$ cat src/rtl/note_synth.sv
// Purpose: two-voice square-wave tone generator (melody + chord) with a 1-bit pulse-density mix.
// Latency: inputs registered (E0), note loaded with phase restart (E1), first rise HALF cycles later; audio_out lags the voices by 1.
// Backpressure: none; free-running streaming consumer, inputs sampled every cycle.
//
// Ports:
//   clk, rst                         system clock, synchronous active-high reset
//   med_ma, low_ma, med_ch, low_ch   4-bit note codes (1..7 = do..ti, others = rest)
//   melody_sq, chord_sq              per-voice square waves
//   audio_out                        pulse-density mix of both voices
//   active                           high while either voice holds a non-rest note
module note_synth #(
    parameter int CLK_HZ = 100_000_000,
    parameter int CNT_W  = 20
) (
    input  logic       clk,
    input  logic       rst,
    input  logic [3:0] med_ma,
    input  logic [3:0] low_ma,
    input  logic [3:0] med_ch,
    input  logic [3:0] low_ch,
    output logic       melody_sq,
    output logic       chord_sq,
    output logic       audio_out,
    output logic       active
);

    // Effective note encoding: {octave, code[2:0]}, octave 1 = low. Every rest
    // collapses onto code 0 so a rest never looks like a note change.
    localparam logic [3:0] REST = 4'd0;

    // Medium-octave half periods in clock cycles; the low octave is exactly double.
    localparam logic [CNT_W-1:0] HALF_DO  = CNT_W'(CLK_HZ / (2 * 262));
    localparam logic [CNT_W-1:0] HALF_RE  = CNT_W'(CLK_HZ / (2 * 294));
    localparam logic [CNT_W-1:0] HALF_MI  = CNT_W'(CLK_HZ / (2 * 330));
    localparam logic [CNT_W-1:0] HALF_FA  = CNT_W'(CLK_HZ / (2 * 349));
    localparam logic [CNT_W-1:0] HALF_SOL = CNT_W'(CLK_HZ / (2 * 392));
    localparam logic [CNT_W-1:0] HALF_LA  = CNT_W'(CLK_HZ / (2 * 440));
    localparam logic [CNT_W-1:0] HALF_TI  = CNT_W'(CLK_HZ / (2 * 494));

    logic [3:0]            med_ma_q;
    logic [3:0]            low_ma_q;
    logic [3:0]            med_ch_q;
    logic [3:0]            low_ch_q;

    // Index 0 = melody voice, index 1 = chord voice.
    logic [1:0][3:0]       eff_note;
    logic [1:0][3:0]       cur_note;
    logic [1:0][CNT_W-1:0] cnt;
    logic [1:0][CNT_W-1:0] half;
    logic [1:0]            sq;
    logic                  pwm_ph;

    // Medium code wins when valid, otherwise fall back to the low-octave code.
    function automatic logic [3:0] pick_note(input logic [3:0] med, input logic [3:0] low);
        logic [3:0] res;
        res = REST;
        if (!med[3] && (med[2:0] != 3'd0)) begin
            res = {1'b0, med[2:0]};
        end else if (!low[3] && (low[2:0] != 3'd0)) begin
            res = {1'b1, low[2:0]};
        end
        return res;
    endfunction

    function automatic logic [CNT_W-1:0] half_of(input logic [3:0] note);
        logic [CNT_W-1:0] base;
        case (note[2:0])
            3'd1:    base = HALF_DO;
            3'd2:    base = HALF_RE;
            3'd3:    base = HALF_MI;
            3'd4:    base = HALF_FA;
            3'd5:    base = HALF_SOL;
            3'd6:    base = HALF_LA;
            3'd7:    base = HALF_TI;
            default: base = '0;
        endcase
        return note[3] ? (base << 1) : base;
    endfunction

    always_comb begin
        eff_note    = '0;
        half        = '0;
        eff_note[0] = pick_note(med_ma_q, low_ma_q);
        eff_note[1] = pick_note(med_ch_q, low_ch_q);
        half[0]     = half_of(cur_note[0]);
        half[1]     = half_of(cur_note[1]);
    end

    always_ff @(posedge clk) begin
        if (rst) begin
            med_ma_q  <= '0;
            low_ma_q  <= '0;
            med_ch_q  <= '0;
            low_ch_q  <= '0;
            cur_note  <= '0;
            cnt       <= '0;
            sq        <= '0;
            pwm_ph    <= 1'b0;
            audio_out <= 1'b0;
            active    <= 1'b0;
        end else begin
            med_ma_q <= med_ma;
            low_ma_q <= low_ma;
            med_ch_q <= med_ch;
            low_ch_q <= low_ch;

            for (int v = 0; v < 2; v++) begin
                if (eff_note[v] != cur_note[v]) begin
                    // Any change, octave-only included, restarts the phase from low.
                    cur_note[v] <= eff_note[v];
                    cnt[v]      <= '0;
                    sq[v]       <= 1'b0;
                end else if (cur_note[v] == REST) begin
                    cnt[v] <= '0;
                    sq[v]  <= 1'b0;
                end else if (cnt[v] == half[v] - CNT_W'(1)) begin
                    cnt[v] <= '0;
                    sq[v]  <= ~sq[v];
                end else begin
                    cnt[v] <= cnt[v] + CNT_W'(1);
                end
            end

            // One voice high gives a 50% duty pulse train, i.e. half the level of both high.
            pwm_ph <= ~pwm_ph;
            case (sq)
                2'b00:   audio_out <= 1'b0;
                2'b11:   audio_out <= 1'b1;
                default: audio_out <= ~pwm_ph;
            endcase

            active <= (cur_note[0] != REST) || (cur_note[1] != REST);
        end
    end

    assign melody_sq = sq[0];
    assign chord_sq  = sq[1];

endmodule

$ cat config.mk
export PLATFORM = sky130hd
export DESIGN_NAME = note_synth
export DESIGN_NICKNAME = d
export VERILOG_FILES = /design/src/rtl/note_synth.sv
export SDC_FILE = /design/constraint.sdc
export NUM_CORES = 1
export LEC_CHECK = 0
export ABC_AREA = 1
export CELL_PAD_IN_SITES_DETAIL_PLACEMENT = 1
export CELL_PAD_IN_SITES_GLOBAL_PLACEMENT = 1
export CORE_MARGIN = 4
export CORE_UTILIZATION = 39
export DETAILED_ROUTE_END_ITERATION = 7
export GPL_TIMING_DRIVEN = 0
export PLACE_DENSITY_LB_ADDON = 0.1
export SYNTH_ARGS = -nofsm -noshare
export SYNTH_HDL_FRONTEND = slang
export SYNTH_SLANG_ARGS = --single-unit
export TNS_END_PERCENT = 5
$ cat constraint.sdc
create_clock -name clk -period 2.23 [get_ports clk]
set_input_delay 0.446 -clock clk [delete_from_list [all_inputs] [get_ports clk]]
set_output_delay 0.446 -clock clk [all_outputs]
set_load 0.01 [all_outputs]
=== After elaboration in Yosys (flattened, before gate mapping) ===
Index checks and enable logic that the tools add are counted.

* Register bits: 69
* Output and inout port bits: 4

* Add/subtract/negate cells: 4
* Equality and inequality tests: 19
* Muxes and demuxes: 9
* Bitwise gates (word level): 3
* Reductions and logical operators: 22

{| class="wikitable"
|+ Operators with widths
! operator !! number
|-
| $pmux 18 s7 || 2
|-
| $add 20x1->20 const B || 2
|-
| $eq 20x20->1 || 2
|-
| $mux 20 || 2
|-
| $sub 20x1->20 const B || 2
|-
| $eq 3x3->1 const B || 8
|-
| $mux 4 || 4
|-
| $eq 3x2->1 const B || 4
|-
| $reduce_bool 3->1 || 4
|-
| $logic_not 4->1 || 2
|-
| $ne 4x4->1 || 2
|-
| $reduce_bool 4->1 || 2
|-
| $reduce_or 4->1 || 2
|-
| $eq 3x1->1 const B || 2
|-
| $reduce_or 3->1 || 2
|-
| $logic_and 1x1->1 || 4
|-
| $logic_not 1->1 || 4
|-
| $not 1->1 || 3
|-
| $eq 2x2->1 const B || 1
|-
| $logic_not 2->1 || 1
|-
| $pmux 1 s2 || 1
|-
| $logic_or 1x1->1 || 1
|}

=== Logic depth before layout (Yosys ltp) ===
Gate-level depths: netlist of the first run.

* Depth in word-level cells: 6
* Gate-level depth with buffers: 21
* Depth with buffers taken out: 20

=== Least setup slack after synthesis of the first run ===
Ideal clock, no wire load.

* Path type: reg-to-reg
* Start point: register cur_note[5] (netlist name)
* End point: register cnt[20] (netlist name)
* Library setup time: 0.117 ns
* Arrival: 2.141 ns
* Required time: 2.113 ns
* Setup slack: -0.028 ns
* Cell stages (with the launch flop): 21
* Period minus slack after synthesis: 2.258 ns
* Cell sequence: dfxtp_1 clkbuf_2 inv_2 nand2_1 nand2_1 a21oi_1 ha_1 nand3_2 inv_1 nand2_1 nand3_1 nand2_1 inv_1 nand2_1 nor2_1 nand2_1 nor2_1 nand2_1 nand3b_2 buf_6 nor2_1

* Word-level cells in the longest chain between the ends: 6
* Elaborated cells between the ends (all ways): 14
* Those cells by class: add/sub (1); eq/ne (9); mux (2); reduce/logical (2)

{| class="wikitable"
|+ Ends and longest elaborated chain
! what !! line !! text
|-
| start, declared || 47 || <nowiki>logic [1:0][3:0] cur_note;</nowiki>
|-
| start signal, assigned by index || 110 || <nowiki>cur_note[v] <= eff_note[v];</nowiki>
|-
| $eq 3x3->1, or another cell as far along || 67 || <nowiki>case (note[2:0])</nowiki>
|-
| $pmux 18 s7 || 67 ||
|-
| $mux 20 || 77 || <nowiki>return note[3] ? (base << 1) : base;</nowiki>
|-
| $sub 20x1->20 || 116 || <nowiki>end else if (cnt[v] == half[v] - CNT_W'(1)) begin</nowiki>
|-
| $eq 20x20->1 || 116 ||
|-
| $reduce_or 4->1 (no source line) * || n/a ||
|-
| end signal, assigned by index || 120 || <nowiki>cnt[v] <= cnt[v] + CNT_W'(1);</nowiki>
|-
| end, declared || 48 || <nowiki>logic [1:0][CNT_W-1:0] cnt;</nowiki>
|}

Mark *: on every way between the ends. The rest lies on a longest branch, timed or not.
A chain may end at the register's enable or synchronous reset.

=== Worst setup path in the final report of the first run ===
* Start point: register cur_note[3] (netlist name)
* End point: register cnt[10] (netlist name)

* Word-level cells in the longest chain between the ends: 4
* Elaborated cells between the ends (all ways): 6
* Those cells by class: add/sub (1); eq/ne (2); mux (1); reduce/logical (2)

{| class="wikitable"
|+ Ends and longest elaborated chain
! what !! line
|-
| $mux 20 || 77
|-
| $sub 20x1->20 || 116
|-
| $eq 20x20->1 || 116
|-
| $reduce_or 4->1 (no source line) * || n/a
|}

Marks and branches as above.

==> impl_metrics.csv, run 1 <==
group,metric,value,unit
outcome,outcome,"finished, violations left",
outcome,failed_checks,"setup timing",
synthesis,synth_enable_flop_cells,0,
cts,ctsHoldBuffers,0,
placed_design,placed_cell_area,4898,µm²
cts,clk_transition_reported_paths,50,ps
timing,worstMarginPinSlew,616.1,ps
cts,cts_tree,"built",
setup_path,startpoint_type,"register",
synthesis,synth.area.top_cells,"sky130_fd_sc_hd__dfxtp_1, sky130_fd_sc_hd__nand2_1, sky130_fd_sc_hd__inv_1, sky130_fd_sc_hd__nand3_1, sky130_fd_sc_hd__xor2_1",
placed_design,dp_slack,-623.1,ps
synthesis,cell_count_after_synthesis,714,
synthesis,average_instance_area_after_synthesis,6.310,µm²
timing,final-hold-violation-count,0,
synthesis,netlist.area_leader.share,0.3066,
synthesis,list_of_most_frequent_post_synthesis_cells,"sky130_fd_sc_hd__nand2_1, sky130_fd_sc_hd__inv_1, sky130_fd_sc_hd__nor2_1",
cts,clock_tree.htree_level_count,3,
cts,root_buffer,"sky130_fd_sc_hd__clkbuf_16",
setup_path,setup.worst_path.class,"reg2reg",
flow_run,timing.max_cap.violations,0,
routing,final_antenna_net_count,0,
cells_and_area,insertedDiodeCount,0,
placed_design,post-dp-hpwl,10210,µm
synthesis,synth.lib_cells_used.distinct,34,
floorplanning,die_y,115.5,µm
cells_and_area,stdcell_area,5783,µm²
setup_path,critical_path.max_fanout,10,
setup_path,arrival,2590,ps
routing,route.detailed.drc,0,
timing,rsz0062_at_grt,"true",
cts,cts_buffer_depth,2,
synthesis,synth_seq_cells,69,
timing,setup_viols_final,41,
floorplanning,initial_utilization,0.4067,
timing,fmax,0.4239,GHz
routing,firstDrtPassIters,5,
setup_path,worstPathRequired,2460,ps
synthesis,synthMostInstantiatedCell,"sky130_fd_sc_hd__nand2_1",
floorplanning,design.core.area,11080,µm²
cells_and_area,area_growth_syn_to_layout,28.35,%
worst_hold_path,holdCritPathClass,"reg2reg",
cts,cts.sink_count,69,
global_route,grt_first_pass_wirelength,23440,µm
floorplanning,top_level_ports,22,
synthesis,async_reset_ff_frac,0,
timing,final.setup_skew,6.694,ps
floorplanning,die_footprint,13340,µm²
routing,drt-vias-per-instance,5.109,
synthesis,synth.largest_area_cell,"sky130_fd_sc_hd__dfxtp_1",
routing,detail_route.wirelength,14080,µm
timing,timing_max_transition_violations_final,0,
global_route,first_global_vias,4785,
cts,numCtsBuffers,9,
timing,timing.final.crit_period,2359,ps
pwr,max-vdd-ir-drop,0.3876,mV
timing,min_period_over_period,1.058,
floorplanning,die_outline_width,115.5,µm
pwr,power.density_cell_area,628.7,nW/µm²
cells_and_area,layout.filler_cells,1465,
cts,source_to_sink_clock_delay_at_the_later_pin_of_the_worst_skew_pair,340,ps
global_route,grt_overflow,0,
setup_path,end_kind,"register",
timing,final_critical_path_setup_slack,-129.0,ps
cells_and_area,multi_input_area,2793,µm²
cells_and_area,final-seq-area,1404,µm²
global_route,grt_antenna_before_repair,0,
global_route,grt_start_max_net_pins,12,
synthesis,synth_area,4506,µm²
placed_design,place_congestion,0.8478,
routing,detailroute.via_count,4690,
synthesis,synth-seq-area-share,0.3066,
cells_and_area,post_route_cells_drive_above_1_share,0.1877,
placed_design,io_buffer_count,21,
pwr,total_leakage_power,2.534,nW
cells_and_area,design.final.nets,796,
routing,wl_per_instance,15.33,µm
synthesis,yosysWarningCount,0,
global_route,gr-usage-all-layers,0.2223,
pwr,total_power,3.636,mW
timing,slew-limit-headroom,0.5855,
routing,drtIter0Drc,356,
synthesis,synth_flop_cell,"sky130_fd_sc_hd__dfxtp_1",
floorplanning,row_count,38,
synthesis,syn_nets,737,
==> worst max-delay path: stages (launching register included) <==
cell and delay, ps:
sky130_fd_sc_hd__dfxtp_4 390, sky130_fd_sc_hd__inv_4 70, sky130_fd_sc_hd__buf_8 150, sky130_fd_sc_hd__a21oi_4 160, sky130_fd_sc_hd__ha_4 220, sky130_fd_sc_hd__xor2_1 150
sky130_fd_sc_hd__nand3_1 100, sky130_fd_sc_hd__nor2_2 150, sky130_fd_sc_hd__nand3_1 80, sky130_fd_sc_hd__nor2_1 110, sky130_fd_sc_hd__nand2_1 90, sky130_fd_sc_hd__nor2_4 140
sky130_fd_sc_hd__nand3_4 100, sky130_fd_sc_hd__nand2_4 140, sky130_fd_sc_hd__buf_12 160, sky130_fd_sc_hd__nor2_2 40
==> path summary, 6_finish.rpt <==
path / from / to / slack (ps) / cells after the start
setup / recovery: cur_note[3] / cnt[10] / -130 / 15
hold / removal: pwm_ph / pwm_ph / 420 / 1
setup reg to reg: cur_note[3] / cnt[10] / -130 / 15
hold reg to reg: pwm_ph / pwm_ph / 420 / 1
==> report_power, final <==
group	internal [mW]	switching, mW
Combinational	0.312	0.473
Clock	1.04	0.527
Sequential	1.26	0.0263
==> sequential cells by signal (all words and copies together), names as in the netlist <==
name	flops
cnt	40
cur_note	8
low_ch_q	4
low_ma_q	4
med_ch_q	4
med_ma_q	4
sq	2
active	1
audio_out	1
pwm_ph	1
==> cell usage in the layout (no fill, tap or decap), types with 4 or more instances in the layout <==
cell,netlist,layout
sky130_fd_sc_hd__nand2_1,197,187
sky130_fd_sc_hd__inv_1,106,104
sky130_fd_sc_hd__nor2_1,83,75
sky130_fd_sc_hd__nand3_1,75,71
sky130_fd_sc_hd__dfxtp_1,69,61
sky130_fd_sc_hd__xor2_1,41,41
sky130_fd_sc_hd__nor2_2,26,28
sky130_fd_sc_hd__buf_4,1,26
sky130_fd_sc_hd__clkdlybuf4s50_1,0,21
sky130_fd_sc_hd__nand4_1,16,16
sky130_fd_sc_hd__nand2_4,2,9
sky130_fd_sc_hd__o21ai_0,11,9
sky130_fd_sc_hd__buf_6,6,9
sky130_fd_sc_hd__clkbuf_16,0,9
sky130_fd_sc_hd__nand3_2,7,7
sky130_fd_sc_hd__o22ai_1,6,6
sky130_fd_sc_hd__nor2_4,0,6
sky130_fd_sc_hd__a21oi_1,8,6
sky130_fd_sc_hd__nand2_2,4,6
sky130_fd_sc_hd__inv_2,10,5
sky130_fd_sc_hd__nor3_1,5,5
sky130_fd_sc_hd__dfxtp_4,0,5
sky130_fd_sc_hd__nand3b_1,4,4
sky130_fd_sc_hd__nand3_4,0,4
sky130_fd_sc_hd__o21ai_1,3,4
sky130_fd_sc_hd__nor4_1,4,4
sky130_fd_sc_hd__inv_6,0,4
==> per-stage QoR <==
| stage | instances | setup TNS [ps] | hold slack (ps) | util |
|---|---|---|---|---|
| 2_1_floorplan | 714 | -53.18 | 393.4 | - |
| 3_3_place_gp | 875 | -22500 | 402.9 | 0.4422 |
| 3_5_place_dp | 875 | -24040 | 411.7 | 0.4422 |
| 4_1_cts | 916 | -4833 | 419.5 | 0.5146 |
| 5_1_grt | 918 | -9881 | 441.5 | 0.5220 |
| 6_report | 918 | -3029 | 415.4 | 0.5220 |
==> final cells by class <==
class | count | area share
plain buffers | 16 | 0.02596
inverters | 116 | 0.08092
well taps | 140 | 0.03029
flip-flops and latches | 69 | 0.2428
multi-input cells | 510 | 0.4829
clock inverters | 4 | 0.01212
clock buffers | 12 | 0.04435
repair buffers | 51 | 0.08070
==> routing by layer <==
metal | part of all wire | GRT usage
met4 | 0.016 | 0.07042
met3 | 0.035 | 0.03290
met5 | 0 | 0
met1 | 0.48 | 0.3043
met2 | 0.46 | 0.3615
==> timing repair <==
item / 4_1_cts / 5_1_grt
resized for setup: 78 / 25
setup endpoints to repair: 42 / 42
gates cloned: 3 / 0
buffers inserted: 22 / 6
pin swaps: 20 / 18
==> logic make-up after synthesis <==
group	after synthesis	share of synthesized area
compound gates	34	0.04221
xor+xnor	44	0.08553
fa+ha+maj	5	0.01389
buf+inv	135	0.1255
flops	69	0.3066
simple gates	427	0.4263
No activity file was read; power rests on OpenSTA's default activity.
==> run 2, diff against run 1 <==
Settings changed: CTS_CLUSTER_SIZE from default to 28.
==> results of run 2 <==
No change in the layout: final DEF, timing and power equal those of run 1.
